$ cat src/rtl/core_bus_arbiter.sv
// Two-master (fetch/data) arbiter onto a single-beat memory port.
// Data bus has priority unless the fetch side has been starved STARVE_LIMIT times in a row.
module core_bus_arbiter #(
  parameter int STARVE_LIMIT = 4
) (
  input  logic        clk,
  input  logic        reset,
  input  logic        ireq_valid,
  input  logic [63:0] ireq_addr,
  output logic        iresp_addr_ok,
  output logic        iresp_data_ok,
  output logic [31:0] iresp_data,
  input  logic        dreq_valid,
  input  logic [63:0] dreq_addr,
  input  logic [2:0]  dreq_size,
  input  logic [7:0]  dreq_strobe,
  input  logic [63:0] dreq_data,
  output logic        dresp_addr_ok,
  output logic        dresp_data_ok,
  output logic [63:0] dresp_data,
  output logic        mem_valid,
  output logic        mem_is_write,
  output logic [63:0] mem_addr,
  output logic [2:0]  mem_size,
  output logic [7:0]  mem_strobe,
  output logic [63:0] mem_wdata,
  input  logic        mem_ready,
  input  logic [63:0] mem_rdata
);

  localparam int CW = $clog2(STARVE_LIMIT + 1);
  localparam logic [CW-1:0] LIMIT = CW'(STARVE_LIMIT);

  typedef enum logic [1:0] {IDLE, BUSY_I, BUSY_D} state_t;

  state_t        state_q, state_d;
  logic [CW-1:0] starveCnt_q, starveCnt_d;
  logic [63:0]   addr_q, addr_d;
  logic [2:0]    size_q, size_d;
  logic [7:0]    strobe_q, strobe_d;
  logic [63:0]   wdata_q, wdata_d;
  logic          grantI, grantD;

  // Fetch only overrides a competing data request once the starvation limit is hit
  always_comb begin
    grantI = 1'b0;
    grantD = 1'b0;
    if (state_q == IDLE) begin
      if (dreq_valid && !(ireq_valid && starveCnt_q == LIMIT)) begin
        grantD = 1'b1;
      end else if (ireq_valid) begin
        grantI = 1'b1;
      end
    end
  end

  always_ff @(posedge clk or negedge reset) begin
    if (!reset) begin
      state_q <= IDLE;
    end else begin
      state_q <= state_d;
    end
  end

  always_comb begin
    state_d = state_q;
    case (state_q)
      IDLE: begin
        if (grantD)      state_d = BUSY_D;
        else if (grantI) state_d = BUSY_I;
      end
      BUSY_I, BUSY_D: begin
        if (mem_ready) state_d = IDLE;
      end
      default: state_d = IDLE;
    endcase
  end

  // Request fields are captured on the grant edge so the requester may drop valid right after addr_ok
  always_comb begin
    addr_d      = addr_q;
    size_d      = size_q;
    strobe_d    = strobe_q;
    wdata_d     = wdata_q;
    starveCnt_d = starveCnt_q;
    if (grantD) begin
      addr_d   = dreq_addr;
      size_d   = dreq_size;
      strobe_d = dreq_strobe;
      wdata_d  = dreq_data;
      if (!ireq_valid)                starveCnt_d = '0;
      else if (starveCnt_q != LIMIT)  starveCnt_d = starveCnt_q + 1'b1;
    end else if (grantI) begin
      addr_d      = ireq_addr;
      size_d      = 3'b010;
      strobe_d    = 8'h00;
      wdata_d     = 64'h0;
      starveCnt_d = '0;
    end
  end

  always_ff @(posedge clk or negedge reset) begin
    if (!reset) begin
      starveCnt_q <= '0;
      addr_q      <= 64'h0;
      size_q      <= 3'b000;
      strobe_q    <= 8'h00;
      wdata_q     <= 64'h0;
    end else begin
      starveCnt_q <= starveCnt_d;
      addr_q      <= addr_d;
      size_q      <= size_d;
      strobe_q    <= strobe_d;
      wdata_q     <= wdata_d;
    end
  end

  // addr_ok is gated by reset because the grant logic itself is purely combinational
  always_comb begin
    iresp_addr_ok = reset & grantI;
    dresp_addr_ok = reset & grantD;
    iresp_data_ok = (state_q == BUSY_I) && mem_ready;
    dresp_data_ok = (state_q == BUSY_D) && mem_ready;
    iresp_data    = 32'h0;
    dresp_data    = 64'h0;
    if (iresp_data_ok) iresp_data = addr_q[2] ? mem_rdata[63:32] : mem_rdata[31:0];
    if (dresp_data_ok) dresp_data = mem_rdata;
    mem_valid    = (state_q != IDLE);
    mem_is_write = |strobe_q;
    mem_addr     = addr_q;
    mem_size     = size_q;
    mem_strobe   = strobe_q;
    mem_wdata    = wdata_q;
  end

endmodule

$ cat config.mk
export PLATFORM = sky130hd
export DESIGN_NAME = core_bus_arbiter
export DESIGN_NICKNAME = d
export VERILOG_FILES = /design/src/rtl/core_bus_arbiter.sv
export SDC_FILE = /design/constraint.sdc
export NUM_CORES = 1
export LEC_CHECK = 0
export BUFFER_PORTS_ARGS = -buffer_cell sky130_fd_sc_hd__buf_4
export CAP_MARGIN = 20
export CORE_AREA = 4 4 198 200
export DETAILED_ROUTE_END_ITERATION = 12
export DIE_AREA = 0 0 202 204
export GPL_TIMING_DRIVEN = 0
export PLACE_DENSITY = 0.46
export SYNTH_ARGS = -nofsm -noshare
export SYNTH_HDL_FRONTEND = slang
export SYNTH_SLANG_ARGS = --single-unit
$ cat constraint.sdc
create_clock -name clk -period 1.5 [get_ports clk]
set_input_delay 0.225 -clock clk [delete_from_list [all_inputs] [get_ports clk]]
set_output_delay 0.225 -clock clk [all_outputs]
set_load 0.005 [all_outputs]
==> results.sh, run 1 <==
export IMPL_crit_chain="inv_2, ha_4, and2_4, buf_12, buf_8, and3_4, buf_6"
export IMPL_maxCapViolCount=0
export IMPL_critPathCaptureType="primary output"
export IMPL_antenna_found_initial=6
export IMPL_layout_setup_ws_ns=-0.480
export IMPL_final_antenna_net_count=0
export IMPL_synth_cell_types=32
export IMPL_yosysSeqAreaShare_pct=50.5
export IMPL_clk_path_buf_depth=2
export IMPL_firstDrtPassIters=5
export IMPL_hpwl_um=31600
export IMPL_initial_core_util_pct=19.1
export IMPL_drt_iter0_markers=379
export IMPL_p_leak_nw=7.16
export IMPL_grt_pass1_vias=9134
export IMPL_viasPerCell=4.53
export IMPL_die_height_um=204
export IMPL_placed_cell_area_um2=11700
export IMPL_status="complete, but fails checks"
export IMPL_num_io_pins=513
export IMPL_cts_hold_buffers=55
export IMPL_grt_ovfl_total=0
export IMPL_ys_top_cells_by_count="dfrtp_1 (144), nor2_1 (100), a22o_1 (75), a21oi_1 (65), and3_1 (65)"
export IMPL_cp_max_fo=3
export IMPL_rsz0062_at_grt="yes"
export IMPL_critical_path_required_ns=1.27
export IMPL_core_um2=37400
export IMPL_instances_no_fill=1899
export IMPL_hold_path_class="primary input to asynchronous set/reset pin"
export IMPL_grt_usage_pct=19.2
export IMPL_netlist_instances=730
export IMPL_slowest_delay_ns=0.40
export IMPL_violations="negative hold slack, negative setup slack"
export IMPL_synth_most_common_cell="dfrtp_1"
export IMPL_post_drt_wl_per_cell_um=22.1
export IMPL_synth_cell_area_um2=7130
export IMPL_critPathKind="flop to primary output"
export IMPL_setup_viol=245
export IMPL_start_kind="flop"
export IMPL_areaGrowthSynthToFinish_pct=105
export IMPL_finClkSkew_ns=0.0128
export IMPL_placedCellCount=1752
export IMPL_slew_viol_final=0
export IMPL_finalInstanceArea_um2=14600
export IMPL_synth_async_reset_ratio_pct=100
export IMPL_synth_edf_count=0
export IMPL_die_area_um2=41200
export IMPL_synth_ff_type="dfrtp_1"
export IMPL_drive_above_1_share_pct=53.6
export IMPL_ir_worst_vdd_mv=0.832
export IMPL_fmax_mhz=505
export IMPL_tns_ns=-92.54
export IMPL_ys_seq_elements=144
export IMPL_cts_made_buffers=17
export IMPL_relSlewSlack_pct=49.4
export IMPL_num_vias=8606
export IMPL_wl_met3_um=2590
export IMPL_worstPathArrival_ns=1.75
export IMPL_fin_crit_ns=1.98
export IMPL_clk_pin_slew_ns=0.07
export IMPL_io_buffers=510
export IMPL_htreeDepth=4
export IMPL_clockRootBuffer="clkbuf_16"
export IMPL_final_fill_count=3770
export IMPL_die_w_um=202
export IMPL_num_nets_final=1649
export IMPL_finalWirelength_um=42000
export IMPL_drc_errors=0
export IMPL_yosysWarningCount=0
export IMPL_synth_area_leader_cell="dfrtp_1"
export IMPL_clk_latency_ns=0.43
export IMPL_pwr_density_cell_nw_per_um2=1830
export IMPL_grt_max_degree=88
export IMPL_dr_wl_met2_um=22200
export IMPL_gp_congestion=0.899
export IMPL_wl_met1_um=15700
export IMPL_period_share_pct=132
export IMPL_grt_pass1_wl_um=59900
export IMPL_whs_ns=-0.279
export IMPL_rows=71
export IMPL_power_mw=26.8
export IMPL_worstMarginPinSlew_ns=0.759
export IMPL_cts_sinks=144
export IMPL_synth_top_area_share_pct=50.5
export IMPL_avgSynthCellArea_um2=9.77
export IMPL_final_hold_viol_count=59
export IMPL_yosys_top_cells_area="dfrtp_1 (51%), a22o_1 (9.2%), and3_1 (5.7%)"
export IMPL_cts_tree="built"
export IMPL_crit_slowest_cell="dfrtp_1"
export IMPL_dr_max_layer_used="met5"
export IMPL_synth_fp_nets=1007
flip-flops by register name (all words and copies together), names as in the netlist:
signal,count
mem_addr,64
mem_size,3
mem_strobe,8
mem_wdata,64
starveCnt_q,3
state_q,2
critical path, delay by kind of cell (launching register included):
kind / cells / cell delay [ns]
adder cells (fa/ha/maj): 1 / 0.17
buffers and inverters: 4 / 0.42
AND/OR/NAND/NOR: 2 / 0.34
flip-flops: 1 / 0.40
logic make-up (layout without fill, tap and decap cells):
logic type / Yosys count / in the layout / share of synthesized area, %
mux: 32 / 32 / 4.49
buf+inv: 89 / 744 / 6.56
compound gates: 279 / 279 / 25.1
other cells: 0 / 3 / 0
fa+ha+maj: 5 / 5 / 0.878
flops: 144 / 144 / 50.5
simple gates: 181 / 181 / 12.4
timing repair:
| item | in CTS | in global routing |
|---|---|---|
| pin swaps | 14 | 18 |
| gates resized for setup | 201 | 75 |
| setup endpoints to repair | 245 | 245 |
| gates cloned | 12 | 3 |
| endpoints found under the hold margin | 114 | 59 |
| buffers inserted | 35 | 9 |
power by group:
group / internal (mW) / switching [mW] / leakage [nW]
registers: 5.78 / 1.21 / 1.74
clock network: 2.21 / 2.01 / 0.277
logic: 8.79 / 6.82 / 5.14
worst paths after layout:
check	slack (ns)	start	endpoint	cells past startpoint
min	-0.28	reset	mem_wdata[50]	1
max in group asynchronous	0.94	reset	mem_addr[27]	2
max	-0.48	state_q[0]	dresp_addr_ok	7
min reg2reg	0.50	mem_wdata[54]	mem_wdata[54]	1
min in group clk	0.02	dreq_data[41]	mem_wdata[41]	2
max reg2reg	-0.47	state_q[0]	mem_wdata[59]	11
per-layer routing:
metal,vias to the layer above,GRT usage (%)
met5,-,0
met4,2,7.50
met3,72,4.67
met2,384,35.5
met1,4164,21.1
li1,3984,-
metrics by stage:
stage / utilization (%) / worst slack (ns)
final: 39.1 / -0.480
after global routing: 39.1 / -0.548
after CTS: 37.8 / -0.524
after detailed placement: 31.2 / -0.680
after global placement: 31.1 / -1.06
after floorplan: - / -0.00756
placed cells by master (no fill, tap or decap), types with 3 or more instances in the layout:
| master | count |
|---|---|
| a21oi_1 | 61 |
| a21oi_2 | 4 |
| a22o_1 | 75 |
| a31oi_1 | 47 |
| a31oi_4 | 15 |
| and3_1 | 43 |
| and3_4 | 23 |
| buf_12 | 7 |
| buf_2 | 4 |
| buf_4 | 525 |
| buf_6 | 56 |
| buf_8 | 19 |
| bufbuf_16 | 7 |
| clkbuf_1 | 12 |
| clkbuf_16 | 26 |
| clkbuf_2 | 4 |
| clkbuf_4 | 4 |
| dfrtp_1 | 144 |
| diode_2 | 3 |
| dlygate4sd3_1 | 55 |
| ha_4 | 4 |
| inv_1 | 3 |
| inv_2 | 4 |
| inv_6 | 6 |
| inv_8 | 4 |
| mux2i_1 | 31 |
| nand2_1 | 3 |
| nor2_1 | 96 |
| nor2_4 | 3 |
| o21ai_0 | 44 |
| o21ai_1 | 12 |
| o21ai_2 | 9 |
cell type report:
type	count	area, µm²	area share, %
clock inverter	14	139	0.950
clock buffer	18	429	2.93
antenna	3	7.51	0.0513
inverter	7	26.3	0.180
timing repair buffer	625	5240	35.8
tap	511	639	4.37
sequential	144	3600	24.6
buffer	80	953	6.52
multi-input combinational	497	3590	24.5
(Power assumes the default switching activity.)
==> inputs of run 2 (changes only) <==
--- a/config.mk
+++ b/config.mk
@@ -7,11 +7,12 @@
 export LEC_CHECK = 0
 export BUFFER_PORTS_ARGS = -buffer_cell sky130_fd_sc_hd__buf_4
 export CAP_MARGIN = 20
-export CORE_AREA = 4 4 198 200
+export CORE_AREA = 4 4 196 198
 export DETAILED_ROUTE_END_ITERATION = 12
-export DIE_AREA = 0 0 202 204
+export DIE_AREA = 0 0 200 202
+export GPL_ROUTABILITY_DRIVEN = 1
 export GPL_TIMING_DRIVEN = 0
-export PLACE_DENSITY = 0.46
+export PLACE_DENSITY = 0.45
 export SYNTH_ARGS = -nofsm -noshare
 export SYNTH_HDL_FRONTEND = slang
 export SYNTH_SLANG_ARGS = --single-unit
==> constraint.sdc (replaced) <==
create_clock -name clk -period 2.5 [get_ports clk]
set_input_delay 0.375 -clock clk [delete_from_list [all_inputs] [get_ports clk]]
set_output_delay 0.375 -clock clk [all_outputs]
set_load 0.005 [all_outputs]
==> results.sh, run 2 (same netlist as run 1, synthesis figures left out) <==
export IMPL_areaGrowthSynthToFinish_pct=71.8
export IMPL_period_share_pct=94.5
export IMPL_core_um2=36500
export IMPL_drt_iter0_markers=300
export IMPL_setup_viol=0
export IMPL_fin_crit_ns=2.36
export IMPL_cp_num_cells=7
export IMPL_p_sw_mw=5.35
export IMPL_drc_errors=0
export IMPL_die_area_um2=40400
export IMPL_start_kind="flop"
export IMPL_antenna_found_initial=5
export IMPL_tns_ns=0
export IMPL_final_antenna_net_count=0
export IMPL_crit_slowest_cell="dfrtp_1"
export IMPL_final_hold_viol_count=0
export IMPL_relSlewSlack_pct=63.2
export IMPL_r2r_cells=8
export IMPL_crit_chain="inv_2, ha_1, buf_6, and2_4, buf_12, and3_2, buf_4"
export IMPL_firstDrtPassIters=4
export IMPL_grt_pass1_vias=8438
export IMPL_hpwl_um=31900
export IMPL_critPathCaptureType="primary output"
export IMPL_finalInstanceArea_um2=12200
export IMPL_finClkSkew_ns=0.00841
export IMPL_grt_usage_pct=18.3
export IMPL_num_nets_final=1537
export IMPL_num_io_pins=513
export IMPL_maxCapViolCount=0
export IMPL_grt_max_degree=77
export IMPL_slew_viol_final=0
export IMPL_cts_tree="built"
export IMPL_htreeDepth=4
export IMPL_die_w_um=200
export IMPL_clk_pin_slew_ns=0.07
export IMPL_hold_path_class="primary input to flop"
export IMPL_slowest_delay_ns=0.41
export IMPL_clk_latency_ns=0.43
export IMPL_clk_path_buf_depth=2
export IMPL_gp_congestion=0.825
export IMPL_placedCellCount=1709
export IMPL_post_drt_wl_per_cell_um=22.8
export IMPL_grt_ovfl_total=0
export IMPL_pwr_density_cell_nw_per_um2=1120
export IMPL_cts_made_buffers=17
export IMPL_p_int_mw=8.39
export IMPL_combPwrFrac_pct=51.0
export IMPL_power_frac_clock_pct=18.8
export IMPL_seq_power_share_pct=30.3
export IMPL_worstMarginPinSlew_ns=0.551
export IMPL_status="completed"
export IMPL_worstPathArrival_ns=1.99
export IMPL_clockRootBuffer="clkbuf_16"
export IMPL_critPathBufInv=4
export IMPL_instances_no_fill=1743
export IMPL_drive_above_1_share_pct=48.0
export IMPL_critPathKind="flop to primary output"
export IMPL_finalWirelength_um=39800
export IMPL_final_common_cell="buf_4"
export IMPL_rows=70
export IMPL_viasPerCell=4.62
export IMPL_holdPathStages=2
export IMPL_final_cell_mix="buf_4 (516), dfrtp_1 (144), nor2_1 (100)"
export IMPL_initial_core_util_pct=19.5
export IMPL_post_cts_buffers=0
export IMPL_crit_family="buffers and inverters"
export IMPL_cts_sinks=144
export IMPL_grt_pass1_wl_um=55400
export IMPL_num_vias=8051
export IMPL_ir_worst_vdd_mv=0.383
export IMPL_io_buffers=510
export IMPL_p_leak_nw=6.31
export IMPL_rsz0062_at_grt="no"
export IMPL_die_height_um=202
export IMPL_critical_path_required_ns=2.12
export IMPL_sw_frac_of_total_pct=39.0
export IMPL_whs_ns=0.160
export IMPL_cp_max_fo=19
export IMPL_fmax_mhz=423
export IMPL_placed_cell_area_um2=11600
-- run 2: cell count changes in the layout (fill, tap and decap cells not counted), moves of 18 or more --
cell / change
dlygate4sd3_1: -54
buf_6: -47
buf_2: +30
and3_4: -22
and3_1: +21
buf_8: -18
-- run 2: layer usage --
| metal | global-route usage [%] | up-vias | wire, µm |
|---|---|---|---|
| met5 | 0 | - | 0 |
| met4 | 6.28 | 0 | 1140 |
| met3 | 4.63 | 43 | 2960 |
| met2 | 34.2 | 353 | 21000 |
| met1 | 19.8 | 3914 | 14700 |
| li1 | - | 3741 | - |
-- run 2: final timing paths --
kind / slack [ns] / to / startpoint
worst min register to register: 0.50 / mem_wdata[56] / mem_wdata[56]
worst max register to register: 0.47 / mem_addr[2] / state_q[0]
max in group asynchronous: 1.49 / mem_addr[28] / reset
min in group asynchronous: 0.38 / starveCnt_q[1] / reset
worst min-delay path: 0.16 / mem_wdata[23] / dreq_data[23]
worst max-delay path: 0.14 / dresp_addr_ok / state_q[0]
-- run 2: cell type report --
cell class / instances / area [µm²]
Buffer: 80 / 465
Clock buffer: 18 / 429
Antenna cell: 2 / 5.00
Sequential cell: 144 / 3600
Multi-Input combinational cell: 497 / 3090
Timing Repair Buffer: 513 / 3900
Tap cell: 468 / 586
Inverter: 7 / 26.3
Clock inverter: 14 / 144
Fill cell: 3857 / 24300
-- run 2: what timing repair did --
item	4_1_cts	5_1_grt
endpoints found under the hold margin	69	62
setup endpoints to repair	51	37
resized for setup	16	12
cloned	0	0
-- run 2: power by group through the flow --
stage	logic [mW]	clock network (mW)	registers, mW
detailed placement	7.04	0	4.16
CTS	7.09	2.66	4.16
floorplan	3.12	0	4.17
finish	7.00	2.58	4.16
global placement	7.02	0	4.16
global route	7.62	2.74	4.30
-- run 2: per-stage QoR --
| step | setup slack [ns] | utilization (%) | power (mW) |
|---|---|---|---|
| final | 0.137 | 33.5 | 13.7 |
| after global routing | 0.0145 | 33.5 | 14.7 |
| after CTS | 0.000646 | 33.4 | 13.9 |
| after detailed placement | 0.144 | 31.7 | 11.2 |
| after global placement | -0.474 | 31.6 | 11.2 |
| after floorplan | 0.717 | - | 7.30 |
==> inputs of run 3 (changes only) <==
==> constraint.sdc (replaced) <==
create_clock -name clk -period 2.74 [get_ports clk]
set_input_delay 0.411 -clock clk [delete_from_list [all_inputs] [get_ports clk]]
set_output_delay 0.411 -clock clk [all_outputs]
set_load 0.005 [all_outputs]
==> results.sh, run 3 (same netlist as run 1, synthesis figures left out) <==
export IMPL_die_w_um=200
export IMPL_slew_viol_final=0
export IMPL_final_antenna_net_count=0
export IMPL_wl_met1_um=14600
export IMPL_fmax_mhz=381
export IMPL_worstPathArrival_ns=2.21
export IMPL_num_io_pins=513
export IMPL_fin_crit_ns=2.62
export IMPL_die_area_um2=40400
export IMPL_post_drt_wl_per_cell_um=22.7
export IMPL_dr_max_layer_used="met5"
export IMPL_finalWirelength_um=39600
export IMPL_placed_cell_area_um2=11600
export IMPL_layout_setup_ws_ns=0.118
export IMPL_io_buffers=510
export IMPL_rsz0062_at_grt="no"
export IMPL_clk_pin_slew_ns=0.07
export IMPL_placedCellCount=1709
export IMPL_final_hold_viol_count=0
export IMPL_p_leak_nw=6.28
export IMPL_wl_met3_um=2970
export IMPL_antenna_found_initial=5
export IMPL_grt_pass1_vias=8431
export IMPL_grt_pass1_wl_um=55600
export IMPL_pre_cts_slack_ns=0.348
export IMPL_slowest_delay_ns=0.39
export IMPL_hold_path_class="primary input to asynchronous set/reset pin"
export IMPL_crit_top_cell="buf_4"
export IMPL_cts_made_buffers=17
export IMPL_crit_family="buffers and inverters"
export IMPL_critPathBufInv=4
export IMPL_rows=70
export IMPL_final_fill_count=3868
export IMPL_die_height_um=202
export IMPL_start_kind="flop"
export IMPL_dr_wl_met2_um=21000
export IMPL_grt_max_degree=77
export IMPL_finClkSkew_ns=0.00905
export IMPL_ir_worst_vdd_mv=0.350
export IMPL_fin_util_pct=33.4
export IMPL_status="completed"
export IMPL_crit_path_start="starveCnt_q[0]"
export IMPL_hpwl_um=31900
export IMPL_drt_iter0_markers=345
export IMPL_post_cts_buffers=0
export IMPL_critical_path_required_ns=2.33
export IMPL_instances_no_fill=1742
export IMPL_r2r_start="state_q[0]"
export IMPL_initial_core_util_pct=19.5
export IMPL_final_common_cell="buf_4"
export IMPL_worstMarginPinSlew_ns=0.538
export IMPL_crit_slowest_cell="dfrtp_1"
export IMPL_cts_tree="built"
export IMPL_htreeDepth=4
export IMPL_setup_viol=0
export IMPL_num_vias=8031
export IMPL_grt_ovfl_total=0
export IMPL_final_cell_mix="buf_4 (518), dfrtp_1 (144), nor2_1 (100)"
export IMPL_clockRootBuffer="clkbuf_16"
export IMPL_crit_chain="inv_1, ha_1, nand3_2, buf_4, buf_2, and3_2, buf_4"
export IMPL_relSlewSlack_pct=64.1
export IMPL_gp_congestion=0.825
export IMPL_critPathCaptureType="primary output"
export IMPL_finalInstanceArea_um2=12200
export IMPL_core_um2=36500
export IMPL_areaGrowthSynthToFinish_pct=70.9
export IMPL_grt_usage_pct=18.4
export IMPL_drc_errors=0
export IMPL_firstDrtPassIters=4
export IMPL_cts_sinks=144
export IMPL_pwr_density_cell_nw_per_um2=1020
export IMPL_period_share_pct=95.7
export IMPL_drive_above_1_share_pct=47.2
export IMPL_maxCapViolCount=0
export IMPL_clk_latency_ns=0.43
export IMPL_cp_max_fo=10
export IMPL_clk_path_buf_depth=2
export IMPL_critPathKind="flop to primary output"
export IMPL_viasPerCell=4.61
export IMPL_num_nets_final=1536
run 3: area by class of cell:
cell class                 instances  area (µm²)  area share (%)
timing repair buffer             512        3890            31.9
inverter                           7        26.3           0.216
tap                              468         586            4.80
clock inverter                    14         144            1.18
sequential                       144        3600            29.6
multi-input combinational        497        3060            25.1
antenna                            2        5.00          0.0411
clock buffer                      18         429            3.52
buffer                            80         438            3.59
run 3: metrics by stage:
| step | hold slack (ns) | setup TNS, ns | power, mW |
|---|---|---|---|
| finish | 0.00887 | 0 | 12.4 |
| detailed placement | 0.434 | 0 | 10.2 |
| global route | 0.0399 | 0 | 13.3 |
| floorplan | 0.115 | 0 | 6.66 |
| CTS | 0.0243 | 0 | 12.6 |
| global placement | 0.486 | -0.479 | 10.2 |
run 3: repair_timing:
action,in CTS,in global routing
endpoints found under the hold margin,69,0
endpoints found under the setup margin,18,1
resized for setup,3,2
hold buffers,1,0
run 3: worst paths after layout:
check                                 to  slack, ns  cells after the start
max reg2reg                  mem_addr[2]       0.62                      8
max                        dresp_addr_ok       0.12                      7
max in group asynchronous   mem_addr[28]       2.35                      2
min reg2reg                mem_wdata[56]       0.50                      1
min in group clk           mem_wdata[23]       0.20                      2
min                        mem_wdata[45]      0.009                      2
run 3: metal layers:
layer  GRT usage (%)  vias up
met1            19.9     3914
met3            4.87       43
met5               0        -
met4            6.14        2
li1                -     3739
met2            34.4      333
run 3: power by group:
part           switching [mW]  leakage, nW  internal (mW)
combinational            3.16         4.26           3.15
clock                    1.07        0.281           1.28
sequential              0.628         1.74           3.16
